## src/rtl/fp_int_to_fp.sv

```systemverilog
// fp_int_to_fp: three-stage pipelined signed integer to packed float converter.
//
// Output format is {sign, exp[NX], mant[NM]} with bias 2^(NX-1)-1. An all-ones
// exponent means infinity. Rounding is round-to-nearest, ties-to-even.
//
// Stages: S1 sign/magnitude, S2 normalise, S3 round and pack (S3 is the output).
// Each stage advances when it is empty or the stage after it advances.
//
// Ports:
//   clk          clock, all state on the rising edge
//   rst          synchronous active-high reset, clears all stage valid bits
//   in_valid     in_int is valid
//   in_ready     S1 can accept in_int this cycle (combinational on out_ready)
//   in_int       signed two's-complement integer, NI bits
//   out_valid    out_fp is valid
//   out_ready    consumer accepts out_fp this cycle
//   out_inexact  (only with FP_ITOF_INEXACT_EN) result was rounded or overflowed
//   out_fp       converted value, NX+NM+1 bits
//
// Optional feature macro: FP_ITOF_INEXACT_EN adds the out_inexact port.

module fp_int_to_fp #(
    parameter int unsigned NX = 8,
    parameter int unsigned NM = 23,
    parameter int unsigned NI = 32
) (
    input  logic            clk,
    input  logic            rst,
    input  logic            in_valid,
    output logic            in_ready,
    input  logic [NI-1:0]   in_int,
    output logic            out_valid,
    input  logic            out_ready,
`ifdef FP_ITOF_INEXACT_EN
    output logic            out_inexact,
`endif
    output logic [NX+NM:0]  out_fp
);

    // Width of an unbiased exponent / bit index into the magnitude.
    localparam int unsigned LW = $clog2(NI) + 1;
    // Fraction field width: at least NM so narrow integers zero-fill on the right.
    localparam int unsigned FW = (NI - 1 > NM) ? NI - 1 : NM;
    // Biased exponent width, wide enough that e + bias + carry never wraps.
    localparam int unsigned EW = ((NX > LW) ? NX : LW) + 2;
    localparam logic [EW-1:0] Bias   = EW'((2 ** (NX - 1)) - 1);
    localparam logic [EW-1:0] ExpMax = EW'((2 ** NX) - 1);

    // Handshake / stage advance
    logic s1_valid_q, s2_valid_q, s3_valid_q;
    logic s1_adv, s2_adv, s3_adv;

    always_comb begin
        s3_adv = !s3_valid_q || out_ready;
        s2_adv = !s2_valid_q || s3_adv;
        s1_adv = !s1_valid_q || s2_adv;
    end

    assign in_ready  = s1_adv;
    assign out_valid = s3_valid_q;

    always_ff @(posedge clk) begin
        if (rst) begin
            s1_valid_q <= 1'b0;
            s2_valid_q <= 1'b0;
            s3_valid_q <= 1'b0;
        end else begin
            if (s1_adv) s1_valid_q <= in_valid;
            if (s2_adv) s2_valid_q <= s1_valid_q;
            if (s3_adv) s3_valid_q <= s2_valid_q;
        end
    end

    // S1: sign / magnitude. Negating the most negative value yields 2^(NI-1),
    // which is exactly right when the result is read as unsigned.
    logic          s1_sign_q;
    logic [NI-1:0] s1_mag_d, s1_mag_q;

    always_comb begin
        s1_mag_d = in_int[NI-1] ? (~in_int + NI'(1)) : in_int;
    end

    always_ff @(posedge clk) begin
        if (s1_adv && in_valid) begin
            s1_sign_q <= in_int[NI-1];
            s1_mag_q  <= s1_mag_d;
        end
    end

    // S2: normalise. e = index of the leading one = NI-1-lz.
    // The MSB of norm doubles as the nonzero flag: it is 0 only when mag == 0.
    logic          s2_sign_q;
    logic [LW-1:0] s1_msb, s2_exp_q;
    logic [NI-1:0] s2_norm_d, s2_norm_q;

    always_comb begin
        s1_msb = '0;
        for (int i = 0; i < NI; i++) begin
            if (s1_mag_q[i]) s1_msb = LW'(i);
        end
        s2_norm_d = s1_mag_q << (LW'(NI - 1) - s1_msb);
    end

    always_ff @(posedge clk) begin
        if (s2_adv && s1_valid_q) begin
            s2_sign_q <= s1_sign_q;
            s2_exp_q  <= s1_msb;
            s2_norm_q <= s2_norm_d;
        end
    end

    // S3: round and pack
    logic [FW-1:0]   s3_frac;
    logic [FW+1:0]   s3_frac_x;
    logic [NM-1:0]   s3_mant;
    logic            s3_guard, s3_sticky, s3_round_up, s3_ovf;
    logic [NM:0]     s3_mant_r;
    logic [EW-1:0]   s3_exp_b;
    logic [NX+NM:0]  s3_fp_d;
    logic [NX+NM:0]  out_fp_q;

    always_comb begin
        // Left-align the bits below the hidden one; two extra zero LSBs keep the
        // guard and sticky slices non-empty even when nothing is discarded.
        s3_frac     = FW'(s2_norm_q[NI-2:0]) << (FW - (NI - 1));
        s3_frac_x   = {s3_frac, 2'b00};
        s3_mant     = s3_frac_x[FW+1 -: NM];
        s3_guard    = s3_frac_x[FW+1-NM];
        s3_sticky   = |s3_frac_x[FW-NM:0];
        s3_round_up = s3_guard && (s3_sticky || s3_mant[0]);
        // A carry out leaves the low NM bits at zero, as required.
        s3_mant_r   = {1'b0, s3_mant} + {{NM{1'b0}}, s3_round_up};
        s3_exp_b    = EW'(s2_exp_q) + Bias + EW'(s3_mant_r[NM]);
        s3_ovf      = (s3_exp_b >= ExpMax);

        if (!s2_norm_q[NI-1]) begin
            s3_fp_d = '0;
        end else if (s3_ovf) begin
            s3_fp_d = {s2_sign_q, {NX{1'b1}}, {NM{1'b0}}};
        end else begin
            s3_fp_d = {s2_sign_q, s3_exp_b[NX-1:0], s3_mant_r[NM-1:0]};
        end
    end

`ifdef FP_ITOF_INEXACT_EN
    logic s3_inexact_d, out_inexact_q;

    always_comb begin
        s3_inexact_d = s2_norm_q[NI-1] && (s3_guard || s3_sticky || s3_ovf);
    end

    always_ff @(posedge clk) begin
        if (rst) begin
            out_inexact_q <= 1'b0;
        end else if (s3_adv && s2_valid_q) begin
            out_inexact_q <= s3_inexact_d;
        end
    end

    assign out_inexact = out_inexact_q;
`endif

    always_ff @(posedge clk) begin
        if (rst) begin
            out_fp_q <= '0;
        end else if (s3_adv && s2_valid_q) begin
            out_fp_q <= s3_fp_d;
        end
    end

    assign out_fp = out_fp_q;

endmodule

```

## config.mk

```make
export PLATFORM = sky130hd
export DESIGN_NAME = fp_int_to_fp
export DESIGN_NICKNAME = d
export VERILOG_FILES = /design/src/rtl/fp_int_to_fp.sv
export SDC_FILE = /design/constraint.sdc
export NUM_CORES = 1
export LEC_CHECK = 0
export BUFFER_PORTS_ARGS = -buffer_cell sky130_fd_sc_hd__buf_4
export CAP_MARGIN = 20
export CORE_MARGIN = 1
export CORE_UTILIZATION = 54
export DETAILED_ROUTE_END_ITERATION = 8
export GPL_ROUTABILITY_DRIVEN = 0
export PLACE_DENSITY = 0.85
export SETUP_SLACK_MARGIN = 0.05
export SLEW_MARGIN = 15
export SYNTH_ARGS = -nofsm -noshare
export SYNTH_HDL_FRONTEND = slang
export SYNTH_SLANG_ARGS = --single-unit
```

## constraint.sdc

```tcl
create_clock -name clk -period 3.5 [get_ports clk]
set_clock_uncertainty 0.1 [all_clocks]
set_input_delay 0.35 -clock clk [delete_from_list [all_inputs] [get_ports clk]]
set_output_delay 0.35 -clock clk [all_outputs]
set_load 0.005 [all_outputs]
```

==> results.md <==
- Global-route wire length before repair: 25.8 mm
- CP Class: register to register
- Place WS: 0.107 ns
- # rows: 40
- Register bit total from synthesis: 106
- Initial drt markers: 522
- Worst hold stages: 1
- Share of cells above drive strength 1: 20.6%
- Fmax: 0.300 GHz
- Final Cycle Share: 95.3%
- Fin. Hold Viols: 0
- Antenna Nets Post-Route: 0
- Vias in the first global route: 5469
- Final worst slack: 0.164 ns
- R2r worst-path depth: 10
- Post-synth top area cell: edfxtp_1
- Post-synthesis instance area: 6700 um^2
- Mapped Cells: 699
- Peak supply drop: 0.247 mV
- DP Wirelength: 12.0 mm
- Port bufs: 69
- Largest net degree at the start of global routing: 39
- Initial Util: 55.6%
- Leakage power: 2.78 nW
- Clock Latency Late Sink: 0.36 ns
- Max-Slew Margin vs Limit: 32.8%
- Seq pwr share: 46.2%
- Seq/Total Area, Yosys: 42.3%
- CTS H-tree lvls: 3
- Yosys warnings: 0
- Router iterations before antenna repair: 7
- Final setup violation count: 0
- Total track usage: 25.3%
- Crit Path Max Fanout: 16
- Status: finished, final reports clean
- Distinct cells, synth: 78
- Top cells by area, synth: edfxtp_1 (32%), dfxtp_1 (10%), xnor2_1 (6.0%)
- Die X: 113 um
- Clock power frac: 29.9%
- Initial antenna violation count: 0
- TritonCTS Buffers: 9
- Remaining DRCs: 0
- Worst Hold Class: primary input to register
- Crit. End Element: register
- PwrDens: 434 nW/um^2
- Clk buf depth: 2
- # diodes: 0
- Post-synth top cells: edfxtp_1 (71), nor2_1 (68), nand2_1 (48)
- EDFF count, synth: 71
- Top cell type's share of synthesized area: 31.8%
- Avg Cell Area, Syn: 9.59 um^2
- FFs w/ async S/R, synth: 0%
- I/O pin count: 70
- Switching Share: 32.1%
- Clock period minus final worst setup slack: 3.34 ns
- Total power: 0.00339 W
- Least-Margin Pin Slew: 1.01 ns
- Pins Over Slew Limit: 0
- Final Non-Filler Cells: 934
- P&R area growth vs syn: 16.4%
- Net Sw Power: 0.00109 W
- Nets: 801
- Total gr overflow: 0
- Clock Sink Count: 106
- Vias: 5945
- Die ar.: 12900 um^2
- Comb pwr share: 23.9%
- Setup_tns: 0 ns
- Cells after DPL: 916
- Crit path DAT: 3.32 ns
- Root buffer cell: clkbuf_16
- Most frequent cell after synthesis: edfxtp_1
- Internal: 0.00230 W
- Most used DFF post-synth: edfxtp_1
- MaxCap Viol Count: 0
- DR vias/cell: 6.37
- Worst-path clk slew: 0.08 ns
- Core Footprint: 12100 um^2
- CTS tree: done
- Mapped Nets: 739
- Critical Path RT: 3.49 ns
- CTS Hold Bufs: 0
- Worst Setup Start Kind: register
- RSZ-0062 raised after global routing: no
- Die Y: 113 um
- Routed WL: 16.0 mm
- Avg WL per Cell: 17.1 um
-- final timing paths --
check,startpoint,endpoint,slack [ns]
worst max register to register,s1_mag_q[14],s2_norm_q[29],0.16
worst max-delay path,s1_mag_q[14],s2_norm_q[29],0.16
worst min register to register,out_fp[31],out_fp[31],0.36
worst min-delay path,in_int[0],s1_mag_q[0],0.11
-- layout by cell type (no fill, tap or decap), drive strengths merged, types with 3 or more instances in the layout --
cell type	Yosys	final
a2111oi	17	17
a211oi	46	46
a21oi	35	35
a221oi	5	5
a22oi	25	25
a31oi	5	5
and2	11	11
and4	4	4
buf	14	91
clkbuf	26	9
clkinv	1	4
dfxtp	35	35
edfxtp	71	71
ha	4	4
inv	29	33
mux2i	23	23
nand2	49	49
nand2b	4	4
nand3	20	20
nand3b	3	3
nand4	8	8
nor2	70	70
nor2b	7	7
nor3	22	22
nor4	10	10
o211ai	4	4
o21ai	30	30
o21bai	4	4
o221ai	4	4
o22ai	4	4
o31ai	12	12
o32ai	3	3
o41ai	4	4
or2	3	3
or3	5	5
or4	11	11
xnor2	46	46
xor2	7	7
-- kinds of logic (layout without fill, tap and decap cells) --
group | count (synthesis) | count (layout) | share of synthesized area [%]
AO/OA/AOI/OAI | 211 | 211 | 23.9
XOR/XNOR | 53 | 53 | 6.93
adder cells (fa/ha/maj) | 4 | 4 | 0.747
buffers and inverters | 70 | 137 | 4.98
flip-flops | 106 | 106 | 42.3
multiplexers | 23 | 23 | 3.62
AND/OR/NAND/NOR | 232 | 232 | 17.5
-- cell type report --
class / count / area, um^2
tap: 168 / 210
inverter: 30 / 120
clock inverter: 7 / 78.8
fill: 945 / 4260
timing repair buffer: 91 / 703
sequential: 106 / 2830
clock buffer: 9 / 225
multi-input combinational: 523 / 3630
-- flip-flops by register name (all words and copies together), names as in the netlist --
| signal | count |
|---|---|
| s1_mag_q | 32 |
| out_valid | 1 |
| s2_valid_q | 1 |
| out_fp | 32 |
| s1_valid_q | 1 |
| s2_norm_q | 32 |
| s2_exp_q | 5 |
| s1_sign_q | 1 |
| s2_sign_q | 1 |
-- critical path, stage by stage (launching register included) --
cell      delay [ns]
edfxtp_1        0.47
or3_1           0.39
a221oi_2        0.25
o21ai_4         0.19
a211o_4         0.42
buf_4           0.19
inv_8           0.12
mux2i_1         0.27
mux2i_1         0.17
a211oi_2        0.39
a221oi_1        0.10
-- per-layer routing --
layer  up-vias  share of wire, %  GRT usage, %
met5         -                 0             0
met4         0               4.7          14.1
met3        79               6.3          3.51
met2       335                49          44.2
met1      2730                40          30.0
li1       2801                 -             -
-- power groups by stage --
stage / clock network, W / registers (W) / logic, W
global placement: 0 / 0.00159 / 0.000727
CTS: 0.00102 / 0.00156 / 0.000756
global route: 0.00106 / 0.00158 / 0.000870
floorplan: 0 / 0.00156 / 0.000552
finish: 0.00101 / 0.00157 / 0.000809
detailed placement: 0 / 0.00159 / 0.000751
-- timing repair --
item | in CTS | in global routing
setup buffers | 0 | 1
gates resized for setup | 0 | 16
endpoints found under the setup margin | 0 | 16
-- stage by stage --
step                      util, %  hold WS, ns  area (um^2)
after floorplan                 -        0.300         6700
after global placement       61.3        0.341         7390
after detailed placement     61.3        0.351         7390
after CTS                    63.8        0.102         7700
after global routing         64.7        0.112         7800
final                        64.7        0.112         7800
Note: power is estimated with default switching activity, not from simulation.
